### config.mk
export PLATFORM = sky130hd
export DESIGN_NAME = mux7_rr_arbiter
export DESIGN_NICKNAME = d
export VERILOG_FILES = /design/src/rtl/mux7_rr_arbiter.sv
export SDC_FILE = /design/constraint.sdc
export NUM_CORES = 1
export LEC_CHECK = 0
export ABC_CLOCK_PERIOD_IN_PS = 3950
export BUFFER_PORTS_ARGS = -buffer_cell sky130_fd_sc_hd__buf_4
export CORE_MARGIN = 2
export CORE_UTILIZATION = 63
export CTS_BUF_LIST = sky130_fd_sc_hd__clkbuf_4 sky130_fd_sc_hd__clkbuf_8
export DETAILED_ROUTE_END_ITERATION = 10
export MAX_ROUTING_LAYER = met4
export PLACE_DENSITY = 0.85
export REMOVE_ABC_BUFFERS = 1
export SLEW_MARGIN = 20
export SYNTH_ARGS = -nofsm -noshare
export SYNTH_HDL_FRONTEND = slang
export SYNTH_SLANG_ARGS = --single-unit
### constraint.sdc
create_clock -name clk -period 3.95 [get_ports clk]
set_input_delay 0.1975 -clock clk [delete_from_list [all_inputs] [get_ports clk]]
set_output_delay 0.1975 -clock clk [all_outputs]
set_load 0.01 [all_outputs]
### src/rtl/mux7_rr_arbiter.sv
// mux7_rr_arbiter
//   Round-robin arbiter sharing a 7:1 mux among seven requesters. One grant
//   at a time. Each tenure is bounded to MAX_HOLD cycles when others wait.
//
// Parameters
//   MAX_HOLD : max consecutive granted cycles under contention (1..15)
// Ports
//   clk   : rising-edge clock
//   reset : synchronous, active-high reset
//   req   : level-sensitive request vector, bit i = requester i
//   grant : registered one-hot grant, zero when idle
//   sel   : registered binary index of the grantee, 3'b111 when idle
//   busy  : registered, high whenever grant is nonzero
module mux7_rr_arbiter #(
    parameter int unsigned MAX_HOLD = 4
) (
    input  logic       clk,
    input  logic       reset,
    input  logic [6:0] req,
    output logic [6:0] grant,
    output logic [2:0] sel,
    output logic       busy
);

    typedef enum logic {
        IDLE,
        GRANT
    } state_t;

    localparam logic [3:0] CNT_LAST = 4'(MAX_HOLD - 1);

    state_t     state_q, state_d;
    logic [2:0] owner_q, owner_d;
    logic [2:0] ptr_q,   ptr_d;
    logic [3:0] cnt_q,   cnt_d;
    logic [6:0] grant_q, grant_d;
    logic [2:0] sel_q,   sel_d;
    logic       busy_q,  busy_d;
    logic       new_grant;

    // Increment modulo 7 (6 wraps to 0).
    function automatic logic [2:0] inc7(input logic [2:0] v);
        return (v == 3'd6) ? 3'd0 : v + 3'd1;
    endfunction

    // First requester found scanning start, start+1, ... with wrap at 7.
    // Only called with a nonzero request vector.
    function automatic logic [2:0] pick(input logic [6:0] r, input logic [2:0] start);
        logic [2:0] idx;
        logic [2:0] res;
        logic       found;
        idx   = start;
        res   = start;
        found = 1'b0;
        for (int unsigned k = 0; k < 7; k++) begin
            if (!found && r[idx]) begin
                res   = idx;
                found = 1'b1;
            end
            idx = inc7(idx);
        end
        return res;
    endfunction

    always_comb begin
        state_d   = state_q;
        owner_d   = owner_q;
        ptr_d     = ptr_q;
        cnt_d     = cnt_q;
        new_grant = 1'b0;

        case (state_q)
            IDLE: begin
                if (|req) begin
                    state_d   = GRANT;
                    owner_d   = pick(req, ptr_q);
                    cnt_d     = '0;
                    new_grant = 1'b1;
                end
            end
            GRANT: begin
                if (!req[owner_q]) begin
                    if (|req) begin
                        owner_d   = pick(req, inc7(owner_q));
                        cnt_d     = '0;
                        new_grant = 1'b1;
                    end else begin
                        state_d = IDLE;
                        cnt_d   = '0;
                    end
                end else if (cnt_q == CNT_LAST) begin
                    // Scanning from owner+1 lands back on the owner when it is
                    // the sole requester, which gives the re-grant for free.
                    owner_d   = pick(req, inc7(owner_q));
                    cnt_d     = '0;
                    new_grant = 1'b1;
                end else begin
                    cnt_d = cnt_q + 4'd1;
                end
            end
            default: begin
                state_d = IDLE;
            end
        endcase

        if (new_grant) begin
            ptr_d = inc7(owner_d);
        end

        // Outputs decoded from next state so they register together.
        if (state_d == GRANT) begin
            grant_d = 7'(1) << owner_d;
            sel_d   = owner_d;
            busy_d  = 1'b1;
        end else begin
            grant_d = '0;
            sel_d   = '1;
            busy_d  = 1'b0;
        end
    end

    always_ff @(posedge clk) begin
        if (reset) begin
            state_q <= IDLE;
            owner_q <= '0;
            ptr_q   <= '0;
            cnt_q   <= '0;
            grant_q <= '0;
            sel_q   <= '1;
            busy_q  <= 1'b0;
        end else begin
            state_q <= state_d;
            owner_q <= owner_d;
            ptr_q   <= ptr_d;
            cnt_q   <= cnt_d;
            grant_q <= grant_d;
            sel_q   <= sel_d;
            busy_q  <= busy_d;
        end
    end

    assign grant = grant_q;
    assign sel   = sel_q;
    assign busy  = busy_q;

endmodule

==> results_dict.tcl <==
set metrics [dict create \
    antenna_cells 0 \
    io_pins 20 \
    grt_antenna_before_repair 0 \
    ctsResizeCount 0 \
    p_leak_nw 1.09 \
    place.gp.congestion 0.963 \
    path_clk_slew_ps 80 \
    clkSinkCount 21 \
    die_w_um 69.8 \
    seqCellArea_um2 420 \
    pre_cts_slack_ps 358 \
    grt_pass1_wl_mm 13.3 \
    final.setup.worst_slack_ps 245 \
    max_freq_mhz 270 \
    drt-total-wl_mm 7.92 \
    drv_slew 0 \
    max_slew_margin_pct 49.0 \
    area_growth_pct 6.46 \
    path_max_fanout 20 \
    cpPeakStageDelay_ps 780 \
    grt_pass1_vias 2715 \
    yosysTopAreaCell "dfxtp_1" \
    powerDensity_nw_per_um2 784 \
    wl_met2_mm 3.63 \
    power.share.clock_pct 6.7 \
    critPathKind "reg -> reg" \
    hold_viol 0 \
    vdd_drop_max_mv 0.378 \
    yosys.area.top_type_share_pct 15.4 \
    max-clock-path-buffers 2 \
    htreeDepth 1 \
    wl_met3_um 580 \
    seq_power_share_pct 16.5 \
    die_h_um 69.8 \
    port_buffers 19 \
    final.setup_skew_ps 10.6 \
    cp-end-kind "register" \
    holdBufCountCts 0 \
    initialDrtViolationCount 536 \
    firstDrtPassIters 5 \
    cts_root_buf "clkbuf_8" \
    dpl.hpwl_mm 5.68 \
    worstPathCellList "nor2_1 > a32oi_1 > o21ai_1 > nor2b_1 > o211a_1 > or4_1 > a2111oi_4 > nand2b_1 > and3b_1" \
    cp.arrival_ps 3860 \
    m1WireLength_mm 3.26 \
    antenna_left 0 \
    switching_share_pct 52.0 \
    synth-edff-count 0 \
    multi_input_area_um2 2090 \
    outcome "finished clean" \
    synth-seq-cells 21 \
    vias 3069 \
    min_path_type "in -> reg" \
    overflow 0 \
    switching_power_mw 1.19 \
    row_count 23 \
    num-fill-cells 330 \
    start_util_pct 66.8 \
    crit_required_ps 4110 \
    final_cell_mix "nor2_1 (33), buf_4 (32), nand2_1 (29), dfxtp_1 (21), nand2b_1 (17)" \
    insertion_delay_ps 270 \
    syn_inst 366 \
    period_share_pct 93.8 \
    final_common_cell "nor2_1" \
    final_layout_size_suffix_gt1_share_pct 15.2 \
    tns_ps 0 \
    worst-path-buf-inv 0 \
    p_comb_share_pct 76.8 \
    yosys_warnings 0 \
    drc_errors 0 \
    start_kind "register" \
    slowest_stage "dfxtp_1" \
    synth_cell_types 75 \
    seq_area_frac_synth_pct 15.4 \
    intPower_mw 1.09 \
    max_slew.worst_pin.slew_ps 764 \
    coreArea_um2 4090 \
    grt_max_degree 29 \
    cts_buffers 3 \
    grtUsageTotal_pct 33.7 \
    cts_tree "done" \
    wl_per_cell_um 18.9 \
    highest_layer "met4" \
    syn_avg_cell_area_um2 7.46 \
    crit_family "simple AND/OR/NAND/NOR gates" \
    synth_area_leaders "dfxtp_1 (15%), mux2i_1 (4.8%), nor2_1 (4.5%)" \
    die_area_um2 4880 \
    finalSetupViolCount 0 \
    synthFlopType "dfxtp_1" \
    min_period_ps 3710 \
    maxCapViolCount 0 \
    nets 380 \
    post-cts-setup-buffers 0 \
    synth_area_um2 2730 \
    avgViaCountPerCell 7.32 \
    rsz0062_at_grt "false" \
    ys_async_sr_fraction_pct 0 \
]
==> layout make-up <==
class / count / share of cell area (%)
inverter: 11 / 1.42
timing repair buffer: 32 / 8.26
multi-input combinational: 301 / 72.0
clock buffer: 4 / 1.68
sequential: 21 / 14.5
tap: 50 / 2.15
==> synthesized netlist by cell type, drive strengths merged (6+ instances only) <==
cell and n:
a211oi 6, a21oi 15, nor3 10, inv 9, dfxtp 21, nand2 29
nand3 9, nor2 34, o21ai 20, buf 16, o211ai 6, nor2b 8
mux2 8, nor3b 7, o22ai 6, nand2b 18, clkbuf 17, mux2i 14
a31oi 6
==> path summary, 6_finish.rpt <==
kind / end / slack, ps / cells after the start / start
hold reg to reg: cnt_q[3] / 540 / 2 / cnt_q[3]
setup reg to reg: grant[6] / 240 / 9 / ptr_q[0]
setup / recovery: grant[6] / 240 / 9 / ptr_q[0]
hold / removal: cnt_q[2] / 180 / 2 / reset
==> stage by stage <==
stage          hold WS, ps  power (mW)  std cells  utilization (%)  area (um2)
2_1_floorplan          267        1.60        333                -        2560
3_3_place_gp           461        2.04        415             70.0        2860
3_5_place_dp           470        2.07        415             70.0        2860
4_1_cts                180        2.23        419             71.2        2910
5_1_grt                190        2.45        419             71.2        2910
6_report               180        2.28        419             71.2        2910
==> power groups by stage <==
stage | clock, mW | combinational, mW | sequential (mW)
final | 0.152 | 1.75 | 0.376
after detailed placement | 0 | 1.70 | 0.378
after floorplan | 0 | 1.15 | 0.445
after global placement | 0 | 1.67 | 0.372
after global routing | 0.161 | 1.90 | 0.388
after CTS | 0.153 | 1.70 | 0.373
==> routing by layer <==
| metal | up-vias | GRT usage, % |
|---|---|---|
| met1 | 1413 | 45.2 |
| met2 | 195 | 51.2 |
| met5 | - | - |
| li1 | 1407 | - |
| met3 | 54 | 2.76 |
| met4 | 0 | 16.2 |
==> state kept, by name, summed over array words and instances (netlist names) <==
signal and cells:
ptr_q 3, state_q 1, cnt_q 4, grant 7, sel 3, owner_q 3
==> worst register-to-register path: stages, from the launching register on <==
cell       delay [ps]
dfxtp_1           780
nor2_1            250
a32oi_1           330
o21ai_1           300
nor2b_1           230
o211a_1           200
or4_1             560
a2111oi_4         460
nand2b_1          290
and3b_1           210
==> logic make-up after synthesis <==
group / synth area share (%)
and+or+nand+nor: 28.3
AOI/OAI and AO/OA: 34.7
xor gates and xnor gates: 1.28
adders and majority gates: 0.458
muxes: 12.0
DFF: 15.4
buffers and inverters: 7.92
Power figures use the tool's default switching activity.
